`src/rtl/hhmm_seg_scanner_if.sv`:
```
// Display bus between the time source (master) and the 7-segment scanner (slave).
// The master supplies BCD time digits and display controls.
// The slave returns the anode, segment and decimal-point drives.
interface hhmm_seg_scanner_if;
    logic [1:0] qh;
    logic [3:0] ql;
    logic [2:0] mh;
    logic [3:0] ml;
    logic       colon;
    logic       blank;
    logic [3:0] an;
    logic [6:0] seg;
    logic       dp;

    modport master (
        output qh, ql, mh, ml, colon, blank,
        input  an, seg, dp
    );

    modport slave (
        input  qh, ql, mh, ml, colon, blank,
        output an, seg, dp
    );
endinterface

```
`src/rtl/hhmm_seg_scanner.sv`:
```
// Time-multiplexed HH.MM driver for a 4-digit common-anode 7-segment display.
// Digits are snapshotted once per frame so a frame never mixes old and new time.
// Each digit slot starts with a dark gap against ghosting.
// The hour-tens zero can be blanked, and invalid BCD is shown as a dash.
module hhmm_seg_scanner #(
    parameter int unsigned SCAN_DIV = 50000,
    parameter int unsigned GAP_CYC  = 16,
    parameter bit          LZB      = 1'b1
) (
    input  logic               clk,
    input  logic               rst_n,
    hhmm_seg_scanner_if.slave  bus
);

    localparam int unsigned OW = (SCAN_DIV > 1) ? $clog2(SCAN_DIV) : 1;
    localparam int unsigned GW = (GAP_CYC  > 1) ? $clog2(GAP_CYC)  : 1;
    localparam logic [OW-1:0] O_LAST = OW'(SCAN_DIV - 1);
    localparam logic [GW-1:0] G_LAST = GW'(GAP_CYC - 1);
    localparam logic [6:0] SEG_OFF  = 7'h7F;
    localparam logic [6:0] SEG_DASH = 7'b0111111;
    localparam logic [3:0] AN_OFF   = 4'hF;

    typedef enum logic {
        ST_GAP = 1'b0,
        ST_ON  = 1'b1
    } state_t;

    state_t        state, state_nxt;
    logic [1:0]    idx, idx_nxt;
    logic [GW-1:0] gcnt, gcnt_nxt;
    logic [OW-1:0] ocnt, ocnt_nxt;

    logic [1:0]    snap_qh, snap_qh_nxt;
    logic [3:0]    snap_ql, snap_ql_nxt;
    logic [2:0]    snap_mh, snap_mh_nxt;
    logic [3:0]    snap_ml, snap_ml_nxt;
    logic          snap_colon, snap_colon_nxt;

    logic [3:0]    an_q, an_nxt;
    logic [6:0]    seg_q, seg_nxt;
    logic          dp_q, dp_nxt;

    logic [3:0]    digit;
    logic          digit_ok;

    // BCD digit to active-low gfedcba pattern; non-decimal codes render as a dash.
    function automatic logic [6:0] decode(input logic [3:0] d);
        logic [6:0] p;
        case (d)
            4'd0:    p = 7'b1000000;
            4'd1:    p = 7'b1111001;
            4'd2:    p = 7'b0100100;
            4'd3:    p = 7'b0110000;
            4'd4:    p = 7'b0011001;
            4'd5:    p = 7'b0010010;
            4'd6:    p = 7'b0000010;
            4'd7:    p = 7'b1111000;
            4'd8:    p = 7'b0000000;
            4'd9:    p = 7'b0010000;
            default: p = SEG_DASH;
        endcase
        return p;
    endfunction

    // State, counters, snapshot and registered display drives.
    always_ff @(posedge clk) begin
        if (!rst_n) begin
            state      <= ST_GAP;
            idx        <= 2'd0;
            gcnt       <= '0;
            ocnt       <= '0;
            snap_qh    <= 2'd0;
            snap_ql    <= 4'd0;
            snap_mh    <= 3'd0;
            snap_ml    <= 4'd0;
            snap_colon <= 1'b0;
            an_q       <= AN_OFF;
            seg_q      <= SEG_OFF;
            dp_q       <= 1'b1;
        end else begin
            state      <= state_nxt;
            idx        <= idx_nxt;
            gcnt       <= gcnt_nxt;
            ocnt       <= ocnt_nxt;
            snap_qh    <= snap_qh_nxt;
            snap_ql    <= snap_ql_nxt;
            snap_mh    <= snap_mh_nxt;
            snap_ml    <= snap_ml_nxt;
            snap_colon <= snap_colon_nxt;
            an_q       <= an_nxt;
            seg_q      <= seg_nxt;
            dp_q       <= dp_nxt;
        end
    end

    // Slot sequencing, frame-start snapshot and drive values for the next state.
    always_comb begin
        state_nxt      = state;
        idx_nxt        = idx;
        gcnt_nxt       = gcnt;
        ocnt_nxt       = ocnt;
        snap_qh_nxt    = snap_qh;
        snap_ql_nxt    = snap_ql;
        snap_mh_nxt    = snap_mh;
        snap_ml_nxt    = snap_ml;
        snap_colon_nxt = snap_colon;
        an_nxt         = AN_OFF;
        seg_nxt        = SEG_OFF;
        dp_nxt         = 1'b1;
        digit          = 4'd0;
        digit_ok       = 1'b1;

        case (state)
            ST_GAP: begin
                // First gap cycle of digit 0 is the frame start: latch the time.
                if (idx == 2'd0 && gcnt == '0) begin
                    snap_qh_nxt    = bus.qh;
                    snap_ql_nxt    = bus.ql;
                    snap_mh_nxt    = bus.mh;
                    snap_ml_nxt    = bus.ml;
                    snap_colon_nxt = bus.colon;
                end
                if (gcnt == G_LAST) begin
                    state_nxt = ST_ON;
                    ocnt_nxt  = '0;
                end else begin
                    gcnt_nxt = gcnt + GW'(1);
                end
            end
            ST_ON: begin
                if (ocnt == O_LAST) begin
                    state_nxt = ST_GAP;
                    gcnt_nxt  = '0;
                    idx_nxt   = idx + 2'd1;
                end else begin
                    ocnt_nxt = ocnt + OW'(1);
                end
            end
            default: begin
                state_nxt = ST_GAP;
                gcnt_nxt  = '0;
                idx_nxt   = 2'd0;
            end
        endcase

        // Digit shown in the upcoming slot, using the snapshot as it will be after this edge.
        case (idx_nxt)
            2'd0: begin
                digit    = snap_ml_nxt;
                digit_ok = (snap_ml_nxt <= 4'd9);
            end
            2'd1: begin
                digit    = 4'(snap_mh_nxt);
                digit_ok = (snap_mh_nxt <= 3'd5);
            end
            2'd2: begin
                digit    = snap_ql_nxt;
                digit_ok = (snap_ql_nxt <= 4'd9);
            end
            default: begin
                digit    = 4'(snap_qh_nxt);
                digit_ok = (snap_qh_nxt != 2'd3);
            end
        endcase

        // Light the selected anode only while ON and not blanked.
        if (state_nxt == ST_ON && !bus.blank) begin
            an_nxt  = ~(4'b0001 << idx_nxt);
            seg_nxt = digit_ok ? decode(digit) : SEG_DASH;
            dp_nxt  = ~(idx_nxt == 2'd2 && snap_colon_nxt);
            if (LZB && idx_nxt == 2'd3 && snap_qh_nxt == 2'd0) begin
                an_nxt  = AN_OFF;
                seg_nxt = SEG_OFF;
            end
        end
    end

    assign bus.an  = an_q;
    assign bus.seg = seg_q;
    assign bus.dp  = dp_q;

endmodule

```
`src/flat_wrapper.sv`:
```
// flat-port wrapper written by rule: the top's interface ports become plain ports
module hhmm_seg_scanner_flat 
#(
    parameter int unsigned SCAN_DIV = 50000,
    parameter int unsigned GAP_CYC  = 16,
    parameter bit          LZB      = 1'b1
)
  (clk, rst_n, bus_qh, bus_ql, bus_mh, bus_ml, bus_colon, bus_blank, bus_an, bus_seg, bus_dp);
  hhmm_seg_scanner_if bus_i ();
  input  logic clk;
  input  logic rst_n;
  input wire logic [$bits(bus_i.qh)-1:0] bus_qh;
  input wire logic [$bits(bus_i.ql)-1:0] bus_ql;
  input wire logic [$bits(bus_i.mh)-1:0] bus_mh;
  input wire logic [$bits(bus_i.ml)-1:0] bus_ml;
  input wire logic [$bits(bus_i.colon)-1:0] bus_colon;
  input wire logic [$bits(bus_i.blank)-1:0] bus_blank;
  output wire logic [$bits(bus_i.an)-1:0] bus_an;
  output wire logic [$bits(bus_i.seg)-1:0] bus_seg;
  output wire logic [$bits(bus_i.dp)-1:0] bus_dp;
  assign bus_i.qh = bus_qh;
  assign bus_i.ql = bus_ql;
  assign bus_i.mh = bus_mh;
  assign bus_i.ml = bus_ml;
  assign bus_i.colon = bus_colon;
  assign bus_i.blank = bus_blank;
  assign bus_an = bus_i.an;
  assign bus_seg = bus_i.seg;
  assign bus_dp = bus_i.dp;
  hhmm_seg_scanner #(.SCAN_DIV(SCAN_DIV), .GAP_CYC(GAP_CYC), .LZB(LZB)) u_core (.clk(clk), .rst_n(rst_n), .bus(bus_i));
endmodule
```
`config.mk`:
```
export PLATFORM = sky130hd
export DESIGN_NAME = hhmm_seg_scanner_flat
export DESIGN_NICKNAME = d
export VERILOG_FILES = /design/src/rtl/hhmm_seg_scanner_if.sv /design/src/rtl/hhmm_seg_scanner.sv /design/src/flat_wrapper.sv
export SDC_FILE = /design/constraint.sdc
export NUM_CORES = 1
export LEC_CHECK = 0
export CORE_MARGIN = 2
export CORE_UTILIZATION = 58
export DETAILED_ROUTE_END_ITERATION = 7
export HOLD_SLACK_MARGIN = 0.02
export PLACE_DENSITY = 0.82
export SLEW_MARGIN = 20
export SYNTH_ARGS = -nofsm -noshare
export SYNTH_HDL_FRONTEND = slang
export SYNTH_SLANG_ARGS = --single-unit
```
`constraint.sdc`:
```
create_clock -name clk -period 4.18 [get_ports clk]
set_clock_uncertainty 0.05 [all_clocks]
set_input_delay 0.627 -clock clk [delete_from_list [all_inputs] [get_ports clk]]
set_output_delay 0.627 -clock clk [all_outputs]
set_load 0.005 [all_outputs]
```
Yosys cells after proc, flatten, opt, wreduce, memory -nomap -nowiden --
Memories as Yosys holds them, arrays and structs flattened. Index checks and enable logic that the tools add are counted.
Storage, ports and cells: memories 1, output and inout port bits 12, word-level logic and storage cells 75, flip-flop bits (word level) 49, memory bits (read-only) 112
Memories:
- (no name shown) | depth 16, width 7, rd ports 1, clocked after Yosys merged registers in 0, wr ports 0, line hhmm_seg_scanner.sv:49 | case (d)
Operators by class: $add $sub $neg 3, magnitude comparators 3, reductions and logical operators 14, mux-type cells 24, shift-type cells 1, bitwise gates (word level) 6, eq/ne operators 10
Operators with widths (count):
- $mux 16 | 2
- $pmux 16 s2 | 1
- $mux 4 | 6
- $add 16x1->16 const B | 1
- $eq 16x16->1 const B | 1
- $pmux 4 s3 | 1
- $le 4x4->1 const B | 2
- $mux 2 | 4
- $ne 2x2->1 const B | 4
- $pmux 4 s2 | 1
- $mux 7 | 1
- $logic_not 2->1 | 3
- $mux 3 | 2
- $reduce_and 2->1 | 3
- $not 1->1 | 5
- $add 4x1->4 const B | 1
- $eq 2x2->1 const B | 2
- $eq 4x4->1 const B | 1
- $logic_and 1x1->1 | 4
- $logic_not 4->1 | 1
- $mux 1 | 4
- $not 4->4 | 1
- $reduce_or 4->1 | 1
- $shl 1x2->4 const A | 1
- 8 further kinds | 8

Longest topological paths before layout --
Gate-level depths: netlist (run 1).
word-level depth 8, depth in mapped cells 12

Least setup slack after synthesis (run 1) --
Ideal clock, no wire load.
path kind flip-flop to flip-flop, start register u_core.idx[0], end register u_core.seg_q[5] (netlist: u_core.bus.seg[5]), path slack 1.339 ns, stages on the path, launching flop included 13, buffers on the path 1, arrival 2.641 ns, period minus slack after synthesis 2.841 ns, cell sequence dfxtp_1 > clkbuf_1 > clkinv_1 > ha_1 > or3b_4 > nor2_4 > mux2i_1 > a221oi_4 > o31ai_4 > inv_6 > ha_1 > o21ai_0 > o21ai_1
On the way: cells in the longest elaborated chain, start to end 8, elaborated cells between the ends (all ways) 28, those cells by class add/sub (1); order compare (3); eq/ne (4); mux (12); bitwise (1); reduce/logical (6); memory (1)
Ends and longest elaborated chain:
- from (decl) | line hhmm_seg_scanner.sv:29 | logic [1:0] idx, idx_nxt;
- from (signal assigned) | line hhmm_seg_scanner.sv:82 | idx <= idx_nxt;
- parallel branches: the longest is 8 deep, another holds $mem_v2 16x7
- to (signal assigned) | line hhmm_seg_scanner.sv:91 | seg_q <= seg_nxt;
- to (decl) | line hhmm_seg_scanner.sv:40 | logic [6:0] seg_q, seg_nxt;
Several ways; the timed one is not identified. A chain may end at the register's enable or synchronous reset.

Worst setup path after layout (run 1) --
start register u_core.idx[0], end register u_core.seg_q[3] (netlist: u_core.bus.seg[3])
Same word-level chain as after synthesis.

==> results.sh, run 1 <==
export IMPL_synth_top_area_cell="dfxtp_1"
export IMPL_synth_most_common_cell="dfxtp_1"
export IMPL_cellLeakagePower_nw=1.17
export IMPL_track_usage=0.245
export IMPL_clk_latency_ns=0.30
export IMPL_wl_um=5850
export IMPL_fin_area_um2=3140
export IMPL_drt_iter0_drc=159
export IMPL_period_share=0.810
export IMPL_synth_seq_area_share=0.366
export IMPL_placedInstanceArea_um2=3000
export IMPL_synthArstFlopShare=0
export IMPL_cap_violations=0
export IMPL_synth_top_area_frac=0.366
export IMPL_wl_per_cell_um=15.8
export IMPL_clk_pin_slew_ns=0.09
export IMPL_grt_pass1_wl_um=10000
export IMPL_p_seq_frac=0.465
export IMPL_cts_root_buf="clkbuf_8"
export IMPL_synth_nets=312
export IMPL_crit_chain="clkinv_1 > ha_1 > nor3b_4 > nand2_4 > mux2i_1 > nor2_1 > o31ai_4 > ha_1 > nand3b_1 > nand3_1"
export IMPL_fin_crit_ns=3.39
export IMPL_diodes=0
export IMPL_clock_fmax_ghz=0.295
export IMPL_worstSetupEndpointType="flip-flop"
export IMPL_yosys_top_cells_area="dfxtp_1 37%, xor2_1 4.6%, mux2i_1 4.5%"
export IMPL_ys_seq_elements=49
export IMPL_reg2reg_depth=10
export IMPL_drive_gt1_frac=0.129
export IMPL_die_width_um=72.0
export IMPL_port_buffers=28
export IMPL_synth_cell_type_count=64
export IMPL_dieArea_um2=5180
export IMPL_tightest_slew_ns=0.794
export IMPL_clock_sinks=49
export IMPL_setup_tns_final_ns=0
export IMPL_ys_flop_type="dfxtp_1"
export IMPL_layout_cells_non_filler=370
export IMPL_ff2ff_setup_slack_ns=0.79
export IMPL_cts_hold_buf=0
export IMPL_firstDrtPassIters=4
export IMPL_hold_path_startpoint="u_core.snap_mh[0]"
export IMPL_fp_row_count=24
export IMPL_grt_pass1_vias=2210
export IMPL_hold_path_endpoint="u_core.snap_mh[0]"
export IMPL_relSlewSlack=0.466
export IMPL_worstHoldPathType="flip-flop to flip-flop"
export IMPL_syn_to_final_growth_pct=17.2
export IMPL_post_cts_buffers=0
export IMPL_status="finished, final reports clean"
export IMPL_worstSetupPathType="flip-flop to flip-flop"
export IMPL_antenna_found_initial=0
export IMPL_cts_resized=0
export IMPL_crit_path_start_kind="flip-flop"
export IMPL_required_ns=4.38
export IMPL_slowest_stage="dfxtp_1"
export IMPL_netlist_instances=288
export IMPL_slowest_delay_ns=0.74
export IMPL_die_height_um=72.0
export IMPL_cts_buffer_depth=2
export IMPL_cts_tree="done"
export IMPL_yosysWarnings=0
export IMPL_crit_top_cell="ha_1"
export IMPL_maxSlewViolCount=0
export IMPL_ant_nets=0
export IMPL_p_clk_frac=0.378
export IMPL_grt_overflow_total=0
export IMPL_rr_endpoint="u_core.bus.seg[3]"
export IMPL_r2r_start="u_core.idx[0]"
export IMPL_share_comb_of_total_power=0.157
export IMPL_hold_viol=0
export IMPL_worstPathArrival_ns=3.58
export IMPL_drc=0
export IMPL_fillers=350
export IMPL_critPathMaxFanout=16
export IMPL_final_nets=341
export IMPL_switchingPower_w=0.000263
export IMPL_whs_ns=0.457
export IMPL_coreArea_um2=4410
export IMPL_rsz0062_at_grt="no"
export IMPL_grt_max_degree=25
export IMPL_vias=2227
export IMPL_hpwlAfterDp_um=4370
export IMPL_cellPowerDensity_nw_per_um2=339
export IMPL_dp_cells=362
export IMPL_p_int_w=0.000801
export IMPL_initial_core_util=0.607
export IMPL_swShare=0.247
export IMPL_gp_congestion=0.953
export IMPL_setup_viol=0
export IMPL_netlist_area_um2=2680
export IMPL_syn_avg_cell_area_um2=9.31
export IMPL_hold_depth=2
export IMPL_synth_edf_count=0
export IMPL_cts_made_buffers=5
export IMPL_power_w=0.00106
export IMPL_io_pins=29
export IMPL_cts_htree_levels=2
export IMPL_avgViaCountPerCell=6.02
export IMPL_synthTopCellsByCount="49 x dfxtp_1, 27 x nor2_1, 26 x nand2_1"
export IMPL_vdd_ir_drop_max_uv=252
==> cell families after synthesis <==
family / Yosys count / synth area share
and+or+nand+nor: 127 / 0.281
AOI/OAI and AO/OA: 53 / 0.143
DFF: 49 / 0.366
muxes: 19 / 0.0952
buffers and inverters: 17 / 0.0299
xor gates and xnor gates: 16 / 0.0523
adders and majority gates: 7 / 0.0327
==> how the worst max path moves through the flow <==
| stage | start | end | slack [ns] |
|---|---|---|---|
| 2_1_floorplan | u_core.idx[0] | u_core.bus.seg[5] | 1.34 |
| 3_3_place_gp | u_core.idx[0] | u_core.bus.seg[5] | 0.97 |
| 3_5_place_dp | u_core.idx[0] | u_core.bus.seg[5] | 0.89 |
| 4_1_cts | u_core.idx[0] | u_core.bus.seg[3] | 0.83 |
| 5_1_grt | u_core.idx[0] | u_core.bus.seg[5] | 0.55 |
| 6_report | u_core.idx[0] | u_core.bus.seg[3] | 0.79 |
==> worst max-delay path: cells and delay by family, from the launching register on <==
kind	cells	cell delay, ns
flip-flops	1	0.74
multiplexers	1	0.30
AO/OA/AOI/OAI	1	0.45
adder cells (fa/ha/maj)	2	0.63
AND/OR/NAND/NOR	5	0.74
buffers and inverters	1	0.41
==> power groups by stage <==
stage	Clock [W]	Sequential, W	Combinational, W
3_3_place_gp	0	0.000504	0.000161
4_1_cts	0.000410	0.000494	0.000166
2_1_floorplan	0	0.000500	0.000121
5_1_grt	0.000424	0.000496	0.000184
6_report	0.000402	0.000495	0.000167
3_5_place_dp	0	0.000505	0.000165
==> sequential cells by signal, indices dropped and copies added, names as in the netlist <==
register	flops
u_core.snap_qh	2
u_core.gcnt	4
u_core.idx	2
u_core.bus.seg	7
u_core.snap_ml	4
u_core.snap_colon	1
u_core.bus.dp	1
u_core.state	1
u_core.snap_ql	4
u_core.snap_mh	3
u_core.bus.an	4
u_core.ocnt	16
==> routing by layer <==
layer / GRT usage / vias up / part of all wire
li1: - / 1086 / -
met1: 0.315 / 1046 / 0.45
met2: 0.394 / 74 / 0.46
met3: 0.0542 / 21 / 0.053
met4: 0.111 / 0 / 0.035
met5: 0 / - / 0
==> stage by stage <==
step	setup slack, ns	utilization
floorplan	1.34	-
global placement	0.967	0.681
detailed placement	0.892	0.681
CTS	0.829	0.712
global route	0.552	0.712
finish	0.794	0.712
==> cell type report <==
| class | instances | area (um^2) | share of cell area |
|---|---|---|---|
| Timing Repair Buffer | 31 | 303 | 0.0964 |
| Clock buffer | 5 | 68.8 | 0.0219 |
| Sequential cell | 49 | 981 | 0.312 |
| Inverter | 8 | 35.0 | 0.0112 |
| Tap cell | 52 | 65.1 | 0.0207 |
| Clock inverter | 3 | 68.8 | 0.0219 |
| Multi-Input combinational cell | 222 | 1620 | 0.516 |
==> cell usage in the layout (no fill, tap or decap), types with 3 or more instances in the layout <==
cell type	n
clkdlybuf4s50_1	28
nor2_1	27
buf_4	3
a21oi_1	6
ha_1	7
o21ai_1	6
nand2_1	26
xor2_1	14
or3_1	4
nor2b_1	14
mux4_2	5
nand4_1	4
inv_1	5
and3_1	7
and2_1	3
nand3_1	15
o21ai_0	14
mux2i_1	12
dfxtp_1	49
a21boi_0	6
clkbuf_8	5
nand2b_1	3
Power figures use the tool's default switching activity.
==> run 2: changes to the inputs <==
CORE_UTILIZATION = 56   (was 58)
PLACE_DENSITY = 0.79   (was 0.82)
clock period = 3.21 ns   (was 4.18 ns; I/O delays follow)
==> results.sh, run 2 (synthesis gave the netlist of run 1 again) <==
export IMPL_status="finished, final reports clean"
export IMPL_drc=0
export IMPL_regArea_um2=981
export IMPL_tightest_slew_ns=0.927
export IMPL_worstPathArrival_ns=3.23
export IMPL_cts_tree="done"
export IMPL_firstDrtPassIters=4
export IMPL_coreArea_um2=4660
export IMPL_vias=2228
export IMPL_clk_pin_slew_ns=0.10
export IMPL_cts_hold_buf=0
export IMPL_fin_area_um2=3140
export IMPL_grt_use_met1=0.312
export IMPL_avgViaCountPerCell=5.91
export IMPL_port_buffers=28
export IMPL_ant_nets=0
export IMPL_cellLeakagePower_nw=1.16
export IMPL_initial_core_util=0.575
export IMPL_cts_htree_levels=2
export IMPL_maxSlewViolCount=0
export IMPL_gp_congestion=0.890
export IMPL_critPathMaxFanout=8
export IMPL_cts_buffer_depth=2
export IMPL_cpLargestDelayFamily="compound AO/OA/AOI/OAI gates"
export IMPL_setup_tns_final_ns=0
export IMPL_clock_fmax_ghz=0.330
export IMPL_dieArea_um2=5360
export IMPL_hpwlAfterDp_um=4500
export IMPL_layout_commonest_cell="dfxtp_1"
export IMPL_cp_buffers_inverters=2
export IMPL_cts_root_buf="clkbuf_8"
export IMPL_grt_max_degree=24
export IMPL_wl_per_cell_um=15.9
export IMPL_met2_usage=0.401
export IMPL_fin_crit_ns=3.03
export IMPL_slowest_delay_ns=0.76
export IMPL_diodes=0
export IMPL_layout_cells_non_filler=377
export IMPL_wl_um=6000
export IMPL_antenna_found_initial=0
export IMPL_die_height_um=73.2
export IMPL_timing_final_ws_setup_ns=0.182
export IMPL_power_w=0.00125
export IMPL_final_nets=346
export IMPL_largest_reg_flops=16
export IMPL_fp_row_count=25
export IMPL_clk_latency_ns=0.31
export IMPL_regMostFlops="u_core.ocnt"
export IMPL_met3_usage=0.0539
export IMPL_crit_chain="clkinv_1 > ha_1 > or3b_4 > nor2_4 > buf_4 > o2111a_1 > a21oi_1 > o31ai_1 > a41oi_1 > o21ai_1"
export IMPL_grt_pass1_wl_um=10000
export IMPL_grt_pass1_vias=2099
export IMPL_cts_resized=0
export IMPL_drive_gt1_frac=0.142
export IMPL_cap_violations=0
export IMPL_setup_viol=0
export IMPL_placedInstanceArea_um2=3040
export IMPL_syn_to_final_growth_pct=17.1
export IMPL_vdd_ir_drop_max_uv=318
export IMPL_pre_cts_ws_ns=0.226
export IMPL_multi_input_area_um2=1620
export IMPL_crit_path_start_kind="flip-flop"
export IMPL_grt_busiest_layer="met2"
export IMPL_io_pins=29
export IMPL_hold_viol=0
export IMPL_fillers=406
export IMPL_grt_overflow_total=0
export IMPL_track_usage=0.241
export IMPL_post_cts_buffers=0
export IMPL_relSlewSlack=0.377
export IMPL_final_cell_mix="49 x dfxtp_1, 28 x clkdlybuf4s50_1, 27 x nor2_1"
export IMPL_worstSetupEndpointType="flip-flop"
export IMPL_slowest_stage="o31ai_1"
export IMPL_worstSetupPathType="flip-flop to flip-flop"
export IMPL_cellPowerDensity_nw_per_um2=398
export IMPL_period_share=0.943
export IMPL_die_width_um=73.2
export IMPL_dp_cells=369
export IMPL_clock_sinks=49
export IMPL_cts_made_buffers=5
export IMPL_worstHoldPathType="flip-flop to flip-flop"
export IMPL_rsz0062_at_grt="no"
export IMPL_required_ns=3.41
export IMPL_drt_iter0_drc=174
## run 2: cell count changes in the layout (fill, tap and decap cells not counted), sizes merged
cell	before	now
buf	3	8
bufinv	2	0
clkinvlp	0	2
## run 2: power breakdown
group | switching [W] | total [W] | internal [W]
Clock | 0.000223 | 0.000382 | 0.000159
Combinational | 0.000118 | 0.000224 | 0.000106
Sequential | 0.0000170 | 0.000644 | 0.000627
Total | 0.000358 | 0.00125 | 0.000892
## run 2: metal layers
layer / vias up / routed length (um)
met5: - / 0
met4: 0 / 55
met3: 6 / 352
met2: 68 / 3030
met1: 1052 / 2570
li1: 1102 / -
## run 2: area by class of cell
| type | count | area share |
|---|---|---|
| multi-input cells | 222 | 0.516 |
| flip-flops and latches | 49 | 0.312 |
| repair buffers | 36 | 0.108 |
| clock buffers | 5 | 0.0219 |
| well taps | 54 | 0.0215 |
| inverters | 8 | 0.0112 |
| clock inverters | 3 | 0.00837 |
## run 2: worst reg2reg max path, delay by kind of cell (launching register included)
kind | cells | cell delay [ns]
AO/OA/AOI/OAI | 5 | 1.38
AND/OR/NAND/NOR | 2 | 0.61
flip-flops | 1 | 0.38
buffers and inverters | 2 | 0.37
adder cells (fa/ha/maj) | 1 | 0.18
## run 2: final timing paths
path                       start                end  slack (ns)  depth (start not counted)
hold reg to reg   u_core.ocnt[5]     u_core.ocnt[5]        0.46                          2
setup / recovery   u_core.idx[1]  u_core.bus.seg[6]        0.18                         10
hold / removal    u_core.ocnt[5]     u_core.ocnt[5]        0.46                          2
setup reg to reg   u_core.idx[1]  u_core.bus.seg[6]        0.18                         10
## run 2: metrics by stage
| step | hold slack [ns] | utilization |
|---|---|---|
| finish | 0.462 | 0.674 |
| global route | 0.468 | 0.674 |
| global placement | 0.426 | 0.653 |
| floorplan | 0.400 | - |
| CTS | 0.455 | 0.674 |
| detailed placement | 0.439 | 0.653 |
